`src/rtl/interrupt_request_controller.sv`:
```
// Four-source interrupt controller: two groups of two sources, mask/pending registers,
// per-group IDLE/REQUEST/SERVICE handshake with the CPU, group 0 may nest over group 1.
module interrupt_request_controller #(
  parameter logic [3:0] RESET_MASK = 4'h0,
  parameter logic [3:0] EDGE_MODE  = 4'hF
) (
  input  logic        clk,
  input  logic        reset,
  input  logic [3:0]  irq_in,
  input  logic        commit,
  input  logic        ack0,
  input  logic        ack1,
  input  logic        retix,
  input  logic        mask_wr,
  input  logic        pend_clr,
  input  logic [15:0] data_in,
  output logic        int0,
  output logic        int1,
  output logic [1:0]  vector,
  output logic [3:0]  pending,
  output logic [3:0]  mask,
  output logic [1:0]  in_service
);

  typedef enum logic [1:0] {IDLE, REQUEST, SERVICE} grp_state_t;

  grp_state_t state0, state1;
  logic [3:0] irq_prev;
  logic [3:0] enabled, edge_trig, level_trig, ack_clr, sw_clr, pending_nxt;
  logic [1:0] src0, src1;
  logic       req0, req1, ack0_ok, ack1_ok, ret0, ret1;

  // NOTE: every variable gets a default at the top of the block so no path leaves it
  // unassigned, which would otherwise infer a latch.
  always_comb begin
    enabled  = pending & mask;
    req0     = |enabled[1:0];
    req1     = |enabled[3:2];
    src0     = enabled[0] ? 2'd0 : 2'd1;
    src1     = enabled[2] ? 2'd2 : 2'd3;
    ack0_ok  = ack0 && commit && (state0 == REQUEST) && req0;
    ack1_ok  = ack1 && commit && (state1 == REQUEST) && req1;
    ret0     = retix && commit && in_service[0];
    ret1     = retix && commit && !in_service[0] && in_service[1];
    ack_clr  = '0;
    if (ack0_ok) ack_clr[src0] = 1'b1;
    if (ack1_ok) ack_clr[src1] = 1'b1;
    sw_clr   = pend_clr ? data_in[3:0] : 4'h0;
    edge_trig  = EDGE_MODE & irq_in & ~irq_prev;
    // A level source's ACK clear is visible for one cycle before it re-pends.
    level_trig = ~EDGE_MODE & irq_in & ~ack_clr;
    pending_nxt = (pending & ~(ack_clr | sw_clr)) | edge_trig | level_trig;
  end

  // NOTE: sequential state uses non-blocking assignments so every register samples
  // pre-edge values regardless of statement order.
  always_ff @(posedge clk) begin
    if (reset) begin
      irq_prev   <= '0;
      pending    <= '0;
      mask       <= RESET_MASK;
      vector     <= '0;
      in_service <= '0;
      state0     <= IDLE;
      state1     <= IDLE;
      int0       <= 1'b0;
      int1       <= 1'b0;
    end else begin
      irq_prev <= irq_in;
      pending  <= pending_nxt;
      if (mask_wr) mask <= data_in[3:0];
      if (ack0_ok)      vector <= src0;
      else if (ack1_ok) vector <= src1;

      case (state0)
        IDLE: if (req0) begin
          state0 <= REQUEST;
          int0   <= 1'b1;
        end
        REQUEST: if (ack0_ok) begin
          state0        <= SERVICE;
          int0          <= 1'b0;
          in_service[0] <= 1'b1;
        end else if (!req0) begin
          state0 <= IDLE;
          int0   <= 1'b0;
        end
        SERVICE: if (ret0) begin
          state0        <= IDLE;
          in_service[0] <= 1'b0;
        end
        default: begin
          state0 <= IDLE;
          int0   <= 1'b0;
        end
      endcase

      // Group 1 may not start a request while group 0 is being serviced.
      case (state1)
        IDLE: if (req1 && !in_service[0]) begin
          state1 <= REQUEST;
          int1   <= 1'b1;
        end
        REQUEST: if (ack1_ok) begin
          state1        <= SERVICE;
          int1          <= 1'b0;
          in_service[1] <= 1'b1;
        end else if (!req1) begin
          state1 <= IDLE;
          int1   <= 1'b0;
        end
        SERVICE: if (ret1) begin
          state1        <= IDLE;
          in_service[1] <= 1'b0;
        end
        default: begin
          state1 <= IDLE;
          int1   <= 1'b0;
        end
      endcase
    end
  end

endmodule
```
`config.mk`:
```
export PLATFORM = sky130hd
export DESIGN_NAME = interrupt_request_controller
export DESIGN_NICKNAME = d
export VERILOG_FILES = /design/src/rtl/interrupt_request_controller.sv
export SDC_FILE = /design/constraint.sdc
export NUM_CORES = 1
export LEC_CHECK = 0
export ABC_AREA = 0
export CAP_MARGIN = 20
export CORE_MARGIN = 10
export CORE_UTILIZATION = 43
export CTS_CLUSTER_DIAMETER = 30
export CTS_CLUSTER_SIZE = 24
export DETAILED_ROUTE_END_ITERATION = 12
export GPL_TIMING_DRIVEN = 0
export PLACE_DENSITY = 0.89
export SLEW_MARGIN = 10
export SYNTH_ARGS = -nofsm -noshare
export SYNTH_HDL_FRONTEND = slang
export SYNTH_SLANG_ARGS = --single-unit
```
`constraint.sdc`:
```
create_clock -name clk -period 3 [get_ports clk]
set_input_delay 0.6 -clock clk [delete_from_list [all_inputs] [get_ports clk]]
set_output_delay 0.6 -clock clk [all_outputs]
set_load 0.05 [all_outputs]
```
==> impl_results.md <==
- Critical path peak fanout: 7
- # fillers: 161
- Die Height: 66.0 um
- Netlist cell types: 35
- # rows: 16
- Final Wtd Congestion: 0.780
- Hold_ws: 0.465 ns
- DRT Pass-1 Iters: 4
- Drt drc: 0
- First-pass GRT wire length: 4080 um
- Via count: 837
- Synthesis-to-layout area growth: 37.0%
- Fin Setup TNS: 0 ns
- CORE AREA: 0.00198 mm2
- Post-Syn Area per Cell: 9.29 um2
- Post-Syn Instances: 98
- WL/cell: 15.4 um
- Synth area leader: dfxtp_1
- Antenna-violating nets left: 0
- Power density cells: 453 mW/mm2
- Post-synth EDFFs: 0
- Clk Tree Root Cell: clkbuf_4
- Skew-Pair Late Insertion Delay: 0.31 ns
- WL final: 2410 um
- Post-Place Worst Slack: 0.845 ns
- Critical path startpoint category: flop
- GRT Residual Overflow: 0
- Final Cell Area: 0.00125 mm2
- Die extent in x: 66.0 um
- RSZ-0062 raised after global routing: false
- Post-CTS Setup Bufs: 0
- Pwr Total: 0.566 mW
- Worst Tran Pin Value: 0.510 ns
- Post-Route M1 WL: 984 um
- R2R depth: 4
- Post-CTS Hold Buffers: 0
- Critical-path cell list: clkdlybuf4s50_1
- Die area: 0.00436 mm2
- Initial DRC Count: 16
- Max Cap Viol: 0
- Hold Startpoint: irq_prev[2]$_SDFF_PP0_
- WP data required: 2.40 ns
- ANT cells: 0
- Delay of the slowest cell on the worst path: 0.87 ns
- Largest net degree at the start of global routing: 12
- Tcrit/Tclk final: 0.750
- Worst slew margin relative to its limit: 0.659
- Top Layer Used: met4
- Top cells by area, synth: dfxtp_1 (48%), a21oi_1 (4.9%), mux2i_1 (4.4%)
- Met2 routed WL: 1150 um
- Area share of the leading cell type in the synthesized netlist: 0.484
- Setup crit end kind: output port
- Lkg Pwr: 0.461 nW
- Flop-to-flop setup slack: 1.60 ns
- Buffers added on ports: 28
- Multi-input gate area: 448 um2
- FFs w/ async S/R, synth: 0
- CTS tree: built
- Vias in the first global route: 876
- Post-Syn Area: 911 um2
- Crit path DAT: 1.65 ns
- Clock Skew: 0.00394 ns
- Worst Hold Path Cells: 2
- Register Area: 440 um2
- Initial Util: 0.460
- Min-Delay Endpoint: pending[2]$_SDFF_PP0_
- Clock buffer depth: 2
- Sequential area share after synthesis: 0.484
- Crit-path leading delay family: buffers and inverters
- Seq cells post-synth: 22
- H-tree Lvls: 1
- Final min period: 2.25 ns
- Final setup violation count: 0
- RR Startpoint: pending[0]$_SDFF_PP0_
- WS Path Type: reg2out
- Post-DP Area: 0.00122 mm2
- # resized after CTS: 0
- Mapped Nets: 126
- Io pins: 42
- Buf/Inv on CP: 1
- Worst R2R End: vector[0]$_SDFFE_PP0P_
- Met3 wire length: 187 um
- Max Slew Vio Count: 0
- Commonest non-fill, non-tap cell in the layout: clkdlybuf4s50_1
- Critical path's slowest cell: clkdlybuf4s50_1
- Fin worst setup slack: 0.751 ns
- Final #Nets: 159
- Synth warnings: 0
- F_max: 445 MHz
- Max rail drop VDD: 0.335 mV
- Final hold violations: 0
- Total GRT Usage: 0.120
- Initial antenna violation count: 0
- Vias per std cell: 5.37
- Dominant synthesized flop cell: dfxtp_1
- Fraction of layout cells with a size suffix above 1: 0.0698
- Hold Crit Class: reg2reg
- Dpl hpwl: 1900 um
- Most frequent cells in the layout: clkdlybuf4s50_1 (28), dfxtp_1 (22), a21oi_1 (9), nor2_1 (9), nand2_1 (7)
- Status: finished, final reports clean
- Clock Sinks: 22
- Clock slew at reported path FFs: 0.12 ns
- CTS Buf Count: 3
## power breakdown
part	switching, mW	internal, mW	total [mW]
Sequential	0.0134	0.306	0.319
Clock	0.0873	0.0470	0.134
Combinational	0.0633	0.0487	0.112
## final cells by class
type,instances,area share
well taps,27,0.0271
plain buffers,3,0.00903
repair buffers,28,0.225
flip-flops and latches,22,0.353
inverters,3,0.00903
multi-input cells,70,0.359
clock buffers,3,0.0181
## metrics by stage
stage          instances  utilization
5_1_grt              156        0.629
4_1_cts              156        0.629
3_3_place_gp         153        0.618
6_report             156        0.629
2_1_floorplan         98            -
3_5_place_dp         153        0.618
## routing by layer
metal	global-route usage	up-vias
li1	-	410
met5	0	-
met2	0.192	29
met1	0.126	390
met4	0.0759	0
met3	0.0525	8
## flip-flops by register name (all words and copies together) (netlist names)
register / cells
state0: 2
vector: 2
irq_prev: 4
mask: 4
state1: 2
pending: 4
int1: 1
int0: 1
in_service: 2
## worst max path at each step
stage,startpoint,endpoint,slack (ns),depth (start not counted)
floorplan,mask[0]$_SDFFE_PP0P_,vector[0]$_SDFFE_PP0P_,1.37,4
global placement,reset,mask[1]$_SDFFE_PP0P_,0.86,4
detailed placement,reset,int0$_SDFFE_PP0P_,0.84,4
CTS,mask[2]$_SDFFE_PP0P_,mask[2],0.75,1
global route,mask[2]$_SDFFE_PP0P_,mask[2],0.69,1
finish,mask[2]$_SDFFE_PP0P_,mask[2],0.75,1
## cells in the mapped netlist, drive strengths merged (2+ instances only)
master   n
dfxtp   22
a21oi    9
nor2     9
nand2    7
nand2b   5
mux2i    4
nor2b    4
a21o     3
and2     3
inv      3
a221oi   2
a22oi    2
clkbuf   2
nand3    2
o211ai   2
o21ai    2
o31ai    2
## cells by family after synthesis
family	after synthesis	synth area share
multiplexers	4	0.0440
AND/OR/NAND/NOR	38	0.236
buffers and inverters	6	0.0247
flip-flops	22	0.484
AO/OA/AOI/OAI	28	0.212
Power figures use the tool's default switching activity.
